<file path="config.mk">
export PLATFORM = sky130hd
export DESIGN_NAME = instr_mem_loader
export DESIGN_NICKNAME = d
export VERILOG_FILES = /design/src/rtl/instr_loader_pkg.sv /design/src/rtl/loader_word_asm.sv /design/src/rtl/instr_mem_loader.sv
export SDC_FILE = /design/constraint.sdc
export NUM_CORES = 1
export LEC_CHECK = 0
export ABC_CLOCK_PERIOD_IN_PS = 2550
export CORE_ASPECT_RATIO = 1.2
export CORE_MARGIN = 4
export CORE_UTILIZATION = 50
export DETAILED_ROUTE_END_ITERATION = 8
export DONT_BUFFER_PORTS = 1
export PLACE_DENSITY_LB_ADDON = 0.12
export SYNTH_ARGS = -nofsm -noshare
export SYNTH_HDL_FRONTEND = slang
export SYNTH_HIERARCHICAL = 1
export SYNTH_SLANG_ARGS = --single-unit
</file>
<file path="constraint.sdc">
create_clock -name clk -period 2.55 [get_ports clk]
set_clock_uncertainty 0.05 [all_clocks]
set_input_delay 0.3825 -clock clk [delete_from_list [all_inputs] [get_ports clk]]
set_output_delay 0.3825 -clock clk [all_outputs]
set_load 0.03 [all_outputs]
</file>
<file path="src/rtl/instr_loader_pkg.sv">
// ----------------------------------------------------------------------------
// instr_loader_pkg
// Shared definitions for the instruction-memory program loader.
//   loader_state_t  : session state encoding used by instr_mem_loader
//   DEPTH_DEFAULT   : default instruction memory depth in 32-bit words
//   WORD_BYTES      : bytes per instruction word
//   count_is_legal  : true when a requested word count fits the memory
// ----------------------------------------------------------------------------
package instr_loader_pkg;

   localparam int DEPTH_DEFAULT = 64;
   localparam int WORD_BYTES    = 4;

   typedef enum logic [2:0] {
      IDLE,
      COUNT,
      BYTES,
      WRITE,
      CHECK,
      DONE
   } loader_state_t;

   // A session must write at least one word and must not run past the end
   // of the memory, so the count byte is only accepted in 1..depth.
   function automatic logic count_is_legal(input logic [7:0] n, input int depth);
      return (n != 8'd0) && (int'(n) <= depth);
   endfunction

endpackage

</file>
<file path="src/rtl/loader_word_asm.sv">
// ----------------------------------------------------------------------------
// loader_word_asm
// Assembles four stream bytes into one little-endian 32-bit word. The first
// byte of each word lands in bits [7:0], the fourth in bits [31:24].
// Ports:
//   clk        in   clock, rising edge
//   reset_n    in   asynchronous active-low reset
//   clear      in   restart assembly at byte 0 and zero the word
//   load       in   byte_in is accepted this cycle
//   byte_in    in   stream byte
//   word       out  assembled word (holds its value between words)
//   word_full  out  the byte being loaded this cycle completes a word
// ----------------------------------------------------------------------------
module loader_word_asm
   import instr_loader_pkg::*;
(
   input  logic        clk,
   input  logic        reset_n,
   input  logic        clear,
   input  logic        load,
   input  logic [7:0]  byte_in,
   output logic [31:0] word,
   output logic        word_full
);

   logic [1:0] byte_idx;

   // Each accepted byte is inserted at its lane. All four lanes are
   // overwritten for every word, so no clear is needed between words. The
   // index wraps naturally from 3 back to 0.
   always_ff @(posedge clk or negedge reset_n) begin
      if (!reset_n) begin
         byte_idx <= 2'd0;
         word     <= 32'd0;
      end else if (clear) begin
         byte_idx <= 2'd0;
         word     <= 32'd0;
      end else if (load) begin
         word[{byte_idx, 3'b000} +: 8] <= byte_in;
         byte_idx                      <= byte_idx + 2'd1;
      end
   end

   assign word_full = load && (byte_idx == 2'(WORD_BYTES - 1));

endmodule

</file>
<file path="src/rtl/instr_mem_loader.sv">
// ----------------------------------------------------------------------------
// instr_mem_loader
// Program-load master for the instruction memory. A byte stream arrives over
// a valid/ready handshake: the first byte is the word count N, followed by
// 4*N payload bytes (least significant byte first per word). Each completed
// word is written to memory with a one-cycle wr_en strobe at consecutive
// word addresses starting at ADDR_BASE. The CPU is held while loading.
//
// Optional feature (macro LOADER_CHECKSUM_EN): after the last word, one
// extra byte is accepted and compared with the XOR of all payload bytes; a
// mismatch raises err. Without the macro the session ends after the last
// write.
//
// Parameters:
//   DEPTH      memory depth in words (largest legal N, at most 255)
//   ADDR_BASE  byte address of the first word (word aligned)
// Ports:
//   clk         in   clock, rising edge
//   reset_n     in   asynchronous active-low reset
//   load_start  in   starts a session (honoured only when idle or done)
//   in_data     in   stream byte
//   in_valid    in   in_data is valid
//   in_ready    out  loader accepts a byte this cycle
//   wr_addr     out  memory byte address
//   wr_data     out  assembled instruction word
//   wr_en       out  memory write strobe, one cycle per word
//   cpu_hold    out  CPU must stall while a session is in progress
//   busy        out  a session is in progress
//   done        out  session finished (sticky until next load_start)
//   err         out  bad count or checksum mismatch (sticky)
// ----------------------------------------------------------------------------
module instr_mem_loader
   import instr_loader_pkg::*;
#(
   parameter int          DEPTH     = DEPTH_DEFAULT,
   parameter logic [31:0] ADDR_BASE = 32'h0000_0000
) (
   input  logic        clk,
   input  logic        reset_n,
   input  logic        load_start,
   input  logic [7:0]  in_data,
   input  logic        in_valid,
   output logic        in_ready,
   output logic [31:0] wr_addr,
   output logic [31:0] wr_data,
   output logic        wr_en,
   output logic        cpu_hold,
   output logic        busy,
   output logic        done,
   output logic        err
);

   loader_state_t state;
   loader_state_t next_state;

   logic [7:0] word_total;
   logic [7:0] word_cnt;
   logic       xfer;
   logic       start_accept;
   logic       last_word;
   logic       byte_load;
   logic       word_full;

`ifdef LOADER_CHECKSUM_EN
   logic [7:0] csum;
`endif

   assign xfer         = in_valid && in_ready;
   assign start_accept = load_start && ((state == IDLE) || (state == DONE));
   assign last_word    = (word_cnt + 8'd1) == word_total;
   assign byte_load    = (state == BYTES) && xfer;

   // Byte-to-word assembly; restarted at the beginning of every session so
   // a fresh load never inherits a partial word.
   loader_word_asm u_word_asm (
      .clk       (clk),
      .reset_n   (reset_n),
      .clear     (start_accept),
      .load      (byte_load),
      .byte_in   (in_data),
      .word      (wr_data),
      .word_full (word_full)
   );

   // State register. An asynchronous reset returns straight to IDLE, which
   // also drops every state-derived output in the same cycle.
   always_ff @(posedge clk or negedge reset_n) begin
      if (!reset_n) begin
         state <= IDLE;
      end else begin
         state <= next_state;
      end
   end

   // Next-state and handshake decode. Only COUNT, BYTES and CHECK consume
   // stream bytes; WRITE deliberately drops in_ready so the word being
   // written cannot be disturbed while the strobe is high.
   always_comb begin
      next_state = state;
      in_ready   = 1'b0;
      wr_en      = 1'b0;
      case (state)
         IDLE, DONE: begin
            if (load_start) begin
               next_state = COUNT;
            end
         end
         COUNT: begin
            in_ready = 1'b1;
            if (xfer) begin
               if (count_is_legal(in_data, DEPTH)) begin
                  next_state = BYTES;
               end else begin
                  next_state = DONE;
               end
            end
         end
         BYTES: begin
            in_ready = 1'b1;
            if (word_full) begin
               next_state = WRITE;
            end
         end
         WRITE: begin
            wr_en = 1'b1;
            if (last_word) begin
`ifdef LOADER_CHECKSUM_EN
               next_state = CHECK;
`else
               next_state = DONE;
`endif
            end else begin
               next_state = BYTES;
            end
         end
         CHECK: begin
`ifdef LOADER_CHECKSUM_EN
            in_ready = 1'b1;
            if (xfer) begin
               next_state = DONE;
            end
`else
            next_state = DONE;
`endif
         end
         default: begin
            next_state = IDLE;
         end
      endcase
   end

   assign busy     = (state != IDLE) && (state != DONE);
   assign cpu_hold = busy;
   assign done     = (state == DONE);

   // Session bookkeeping: word count, write address and sticky error.
   // The address only advances when another word follows, so after the
   // final write it still points at the last word written and can never
   // step past the end of the memory.
   always_ff @(posedge clk or negedge reset_n) begin
      if (!reset_n) begin
         word_total <= 8'd0;
         word_cnt   <= 8'd0;
         wr_addr    <= ADDR_BASE;
         err        <= 1'b0;
      end else begin
         if (start_accept) begin
            word_cnt <= 8'd0;
            wr_addr  <= ADDR_BASE;
            err      <= 1'b0;
         end
         if ((state == COUNT) && xfer) begin
            word_total <= in_data;
            if (!count_is_legal(in_data, DEPTH)) begin
               err <= 1'b1;
            end
         end
         if (state == WRITE) begin
            word_cnt <= word_cnt + 8'd1;
            if (!last_word) begin
               wr_addr <= wr_addr + 32'(WORD_BYTES);
            end
         end
`ifdef LOADER_CHECKSUM_EN
         if ((state == CHECK) && xfer && (in_data != csum)) begin
            err <= 1'b1;
         end
`endif
      end
   end

`ifdef LOADER_CHECKSUM_EN
   // Running XOR over payload bytes only; the count byte is not included.
   always_ff @(posedge clk or negedge reset_n) begin
      if (!reset_n) begin
         csum <= 8'd0;
      end else if (start_accept) begin
         csum <= 8'd0;
      end else if (byte_load) begin
         csum <= csum ^ in_data;
      end
   end
`endif

endmodule
</file>
### Word-level counts from Yosys, hierarchy flattened

Cells that the tools add are included.

| word-level totals | value |
|---|---|
| input bits | 12 |
| flip-flop bits (word level) | 86 |
| output and inout port bits | 70 |
| latch bits | 0 |
| logic and storage cells | 62 |
| RAM bits | 0 |
| memory bits (read-only) | 0 |
| memories kept | 0 |

| operators by class | value |
|---|---|
| eq/ne operators | 11 |
| reductions and logical operators | 16 |
| magnitude comparators | 1 |
| muxes and demuxes | 21 |
| shift-type cells | 2 |
| divide/modulo/power cells | 0 |
| $mul | 0 |
| add/sub/neg operators | 4 |
| bitwise operators | 0 |

Operators with widths:

| operator | count |
|---|---|
| 2-to-1 mux 32 bit | 5 |
| adder 32 x 3 -> 32 bit (second input constant) | 1 |
| bitwise mux 32 bit | 1 |
| variable shift 8 x 7 -> 32 bit (first input constant) | 1 |
| indexed part select 8 x 7 -> 32 bit | 1 |
| 2-to-1 mux 8 bit | 2 |
| 2-to-1 mux 3 bit | 5 |
| case mux 3 bit (5 select lines) | 1 |
| adder 8 x 1 -> 8 bit (second input constant) | 1 |
| equality test 8 bit | 1 |
| less-or-equal comparator 8 x 7 -> 1 bit (second input constant) | 1 |
| nonzero test 8 bit | 1 |
| logical AND 1 bit | 7 |
| negation 5 -> 7 bit | 1 |
| equality test 3 x 2 -> 1 bit (second input constant) | 2 |
| equality test 3 bit (second input constant) | 2 |
| 2-to-1 mux 1 bit | 5 |
| 2-to-1 mux 2 bit | 2 |
| != test 2 bit (second input constant) | 2 |
| nonzero test 2 bit | 2 |
| OR reduction 2 bit | 2 |
| equality test 3 x 1 -> 1 bit (second input constant) | 1 |
| logical NOT 3 bit | 1 |
| != test 3 bit (second input constant) | 1 |
| 6 further kinds | 6 |

### Longest topological paths before layout

| depth | value |
|---|---|
| depth after elaboration | 8 |
| gate-level depth with buffers | 9 |
| gate-level depth less buffers | 7 |

### Cells and area by module

Netlist, hierarchy kept.

By module, submodules not included:

| module | sequential area each (um^2) | times used | area each (um^2) | cells an instance |
|---|---|---|---|---|
| instr_mem_loader | 1301.2 | 1 | 3126.7 | 342 |
| loader_word_asm | 850.8 | 1 | 1458.9 | 106 |

### Worst setup path before layout

OpenSTA, ideal clock, no wires.

| path | value |
|---|---|
| path type | reg2reg |
| from | reg wr_addr[5] |
| to | reg wr_addr[25] |
| setup slack | 0.342 ns |
| data arrival time | 2.076 ns |
| setup time | 0.082 ns |
| buffers on the path | 0 |
| period minus slack after synthesis | 2.208 ns |
| required time | 2.418 ns |
| stages on the path, launching flop included | 7 |
| path through | dfrtp_1 nand3_2 nor2_4 nand4_1 or4_4 a2111oi_2 mux2i_1 |

| on the way | value |
|---|---|
| longest elaborated chain between the ends | 3 |

RTL lines:

| element | line | text |
|---|---|---|
| start: declaration | instr_mem_loader.sv:44 | `output logic [31:0] wr_addr,` |
| start signal: assignment | instr_mem_loader.sv:181 | `wr_addr <= wr_addr + 32'(WORD_BYTES);` |
| adder 32 x 3 -> 32 bit | instr_mem_loader.sv:181 |  |
| 2-to-1 mux 32 bit | instr_mem_loader.sv:180 | `if (!last_word) begin` |
| 2-to-1 mux 32 bit | instr_mem_loader.sv:178 | `if (state == WRITE) begin` |

No other way between the ends.
A chain may end at the register's enable or synchronous reset.

### Worst setup path after layout

| path | value |
|---|---|
| from | reg word_cnt[1] |
| to | reg wr_addr[25] |

| on the way | value |
|---|---|
| longest elaborated chain between the ends | 4 |

RTL lines:

| element | line | text |
|---|---|---|
| start: declaration | instr_mem_loader.sv:57 | `logic [7:0] word_cnt;` |
| start signal: assignment | instr_mem_loader.sv:179 | `word_cnt <= word_cnt + 8'd1;` |
| adder 8 x 1 -> 8 bit | instr_mem_loader.sv:70 | `assign last_word = (word_cnt + 8'd1) == word_total;` |
| equality test 8 bit | instr_mem_loader.sv:70 |  |
| 2-to-1 mux 32 bit | instr_mem_loader.sv:180 |  |
| 2-to-1 mux 32 bit | instr_mem_loader.sv:178 |  |

No other way between the ends.

==> impl_metrics.sql <==
INSERT INTO impl_metrics (metric_group, metric, value, unit) VALUES
('power_and_ir_drop', 'vdd.ir_drop.worst', '0.398', 'mV'),
('global_routing', 'number_of_antenna_violations_at_the_first_check_in_global_routing', '0', ''),
('power_and_ir_drop', 'p_total', '4.29', 'mW'),
('synthesis', 'synth-edff-count', '0', ''),
('clocking', 'cts_htree_levels', '3', ''),
('worst_hold_path', 'startpoint_of_the_most_critical_hold_path', 'in_data[6]', ''),
('flow_run', 'timing.max_cap.violations', '0', ''),
('global_routing', 'grt_pass1_wl', '18800', 'um'),
('synthesis', 'synth_top_area_share', '46.9', '%'),
('synthesis', 'post_synth.cell_area_avg', '10.2', 'um^2'),
('sta', 'max_freq', '0.434', 'GHz'),
('clocking', 'cts_resized', '0', ''),
('worst_setup_path', 'timing.critical_path.required', '2.78', 'ns'),
('clocking', 'numCtsBuffers', '9', ''),
('synthesis', 'syn-instance-count', '448', ''),
('clocking', 'worst_setup_hold_path_clk_slew', '0.09', 'ns'),
('placed_design', 'portBuffers', '0', ''),
('worst_hold_path', 'min_path_cells', '2', ''),
('routing', 'vias', '3680', ''),
('synthesis', 'ys_seq_elements', '86', ''),
('synthesis', 'ys_top_cells_by_area', 'sky130_fd_sc_hd__dfrtp_1 47%, sky130_fd_sc_hd__a32o_1 7.0%, sky130_fd_sc_hd__mux2i_1 5.2%', ''),
('sta', 'timing_worst_slew_pin_value', '0.718', 'ns'),
('global_routing', 'globalRoute.totalOverflow', '0', ''),
('worst_setup_path', 'worst-path-max-fanout', '25', ''),
('worst_hold_path', 'min-delay-path-class', 'input port to flop', ''),
('outcome', 'status', 'complete, no violations', ''),
('global_routing', 'maximum_number_of_pins_on_one_net_before_global_route_repair', '87', ''),
('worst_setup_path', 'startpoint_type', 'flop', ''),
('sta', 'fin_ws', '0.246', 'ns'),
('die', 'die_x', '95.4', 'um'),
('die', 'number_of_placement_rows', '38', ''),
('placed_design', 'gp_routability_congestion', '0.863', ''),
('routing', 'antenna_left', '0', ''),
('sta', 'final_max_slew_viol_count', '0', ''),
('synthesis', 'synth_fp_nets', '467', ''),
('clocking', 'clk_latency', '0.36', 'ns'),
('finish', 'layout.cells.most_common_list', '86 x sky130_fd_sc_hd__dfrtp_1, 52 x sky130_fd_sc_hd__nand2_1, 33 x sky130_fd_sc_hd__buf_4', ''),
('sta', 'finalHoldViolCount', '0', ''),
('placed_design', 'placed_cells_incl_taps', '576', ''),
('sta', 'fin_tns_setup', '0', 'ns'),
('worst_setup_path', 'r2r_cells', '8', ''),
('die', 'core', '8990', 'um^2'),
('die', 'fp.dieArea', '10800', 'um^2'),
('synthesis', 'netlist_area', '4590', 'um^2'),
('synthesis', 'synthArstFlopShare', '100', '%'),
('sta', 'period_needed', '2.30', 'ns'),
('synthesis', 'yosysSeqAreaShare', '46.9', '%'),
('routing', 'route.detailed.vias_per_inst', '6.20', ''),
('sta', 'slew-limit-headroom', '52.1', '%'),
('clocking', 'cts_tree', 'done', ''),
('finish', 'fillers', '776', ''),
('routing', '1st_pass_router_iterations', '5', ''),
('sta', 'grt_setup_unrepaired', 'false', ''),
('routing', 'wire_per_inst', '19.1', 'um'),
('synthesis', 'postSynth.topFlopCell', 'sky130_fd_sc_hd__dfrtp_1', ''),
('clocking', 'max_buffers_root_to_sink', '2', ''),
('synthesis', 'synth_top_area_cell', 'sky130_fd_sc_hd__dfrtp_1', ''),
('worst_setup_path', 'worstSetupStartpoint', 'word_cnt[1]$_DFFE_PN0P_', ''),
('sta', 'hold_slack', '0.100', 'ns'),
('placed_design', 'setup_slack_placement', '0.251', 'ns'),
('finish', 'final_common_cell', 'sky130_fd_sc_hd__dfrtp_1', ''),
('routing', 'wirelength', '11400', 'um'),
('finish', 'drive_above_1_share', '15.4', '%'),
('routing', 'drt_iter0_markers', '220', ''),
('placed_design', 'detailed_place_hpwl', '7920', 'um'),
('worst_setup_path', 'r2r_start', 'word_cnt[1]$_DFFE_PN0P_', ''),
('worst_setup_path', 'criticalPathCategory', 'flop to flop', ''),
('die', 'fp.dieH', '113', 'um'),
('finish', 'finalNetCount', '488', ''),
('finish', 'synthToLayoutAreaGrowth', '11.4', '%'),
('worst_setup_path', 'cp_data_arrival_time', '2.54', 'ns');
[sequential cells by signal (all words and copies together) (netlist names)]
| signal | count |
|---|---|
| u_word_asm/word | 32 |
| state | 3 |
| u_word_asm/byte_idx | 2 |
| word_cnt | 8 |
| word_total | 8 |
| err | 1 |
| wr_addr | 32 |
[cell type report]
| type | instances | area (um^2) | area share [%] |
|---|---|---|---|
| multi-input combinational | 325 | 2230 | 43.7 |
| timing repair buffer | 37 | 325 | 6.37 |
| clock inverter | 5 | 82.6 | 1.62 |
| sequential | 86 | 2150 | 42.1 |
| clock buffer | 11 | 131 | 2.57 |
| inverter | 10 | 37.5 | 0.735 |
| tap | 120 | 150 | 2.94 |
[synthesized netlist by cell type, drive strengths merged (3+ instances only)]
| master | instances |
|---|---|
| or2 | 3 |
| nand4 | 8 |
| and3 | 6 |
| xnor2 | 6 |
| nand2b | 7 |
| a32o | 32 |
| nand3 | 28 |
| nor4 | 3 |
| mux2i | 24 |
| a211oi | 9 |
| buf | 19 |
| clkbuf | 8 |
| o31ai | 4 |
| dfrtp | 86 |
| o21ai | 20 |
| nor3 | 4 |
| mux2 | 7 |
| ha | 7 |
| a21oi | 29 |
| nand2 | 53 |
| a2111o | 5 |
| o211ai | 4 |
| xor2 | 5 |
| nor2b | 11 |
| and2 | 7 |
| nor2 | 21 |
| inv | 9 |
[per-stage QoR]
step | utilization (%) | instance area (um^2)
after floorplan | - | 4590
after global placement | 54.1 | 4860
after detailed placement | 54.1 | 4860
after CTS | 56.9 | 5110
after global routing | 56.9 | 5110
final | 56.9 | 5110
[report_power, final]
group / total, mW / internal, mW / switching (mW)
combinational: 1.47 / 0.507 / 0.964
clock: 1.05 / 0.557 / 0.498
sequential: 1.77 / 1.52 / 0.251
total: 4.29 / 2.58 / 1.71
[critical path, cell delays in order (launching register included)]
cell and delay [ns]:
sky130_fd_sc_hd__dfrtp_1 0.44, sky130_fd_sc_hd__ha_1 0.26, sky130_fd_sc_hd__and4b_1 0.21, sky130_fd_sc_hd__nand3_1 0.10, sky130_fd_sc_hd__o311ai_2 0.12, sky130_fd_sc_hd__a22o_2 0.32
sky130_fd_sc_hd__buf_12 0.18, sky130_fd_sc_hd__a2111oi_2 0.33, sky130_fd_sc_hd__mux2i_1 0.22
[final timing paths]
| path | endpoint | slack (ns) |
|---|---|---|
| max | wr_addr[25]$_DFF_PN0_ | 0.25 |
| min | word_total[6]$_DFFE_PN0P_ | 0.10 |
| max reg2reg | wr_addr[25]$_DFF_PN0_ | 0.25 |
| min reg2reg | word_total[3]$_DFFE_PN0P_ | 0.50 |
| max in group asynchronous | wr_addr[3]$_DFF_PN0_ | 1.55 |
| min in group asynchronous | wr_addr[7]$_DFF_PN0_ | 0.50 |
[per-layer routing]
metal  GRT usage [%]  vias to the layer above  wire, um
li1                -                     1700         -
met1            28.2                     1820      4530
met2            35.6                      140      5690
met3            7.11                       20       916
met4            8.82                        0       218
met5               0                        -         0
[cells by family after synthesis]
kind of cell | Yosys count | synth area share [%]
compound gates | 116 | 19.4
mux | 31 | 6.96
fa+ha+maj | 7 | 1.91
simple gates | 160 | 18.1
flops | 86 | 46.9
xor+xnor | 11 | 2.26
buf+inv | 37 | 4.42
[what timing repair did]
action                    4_1_cts  5_1_grt
hold buffers                    2        0
hold endpoints to repair       86        0
setup buffers                   0        0
(Power assumes the default switching activity.)
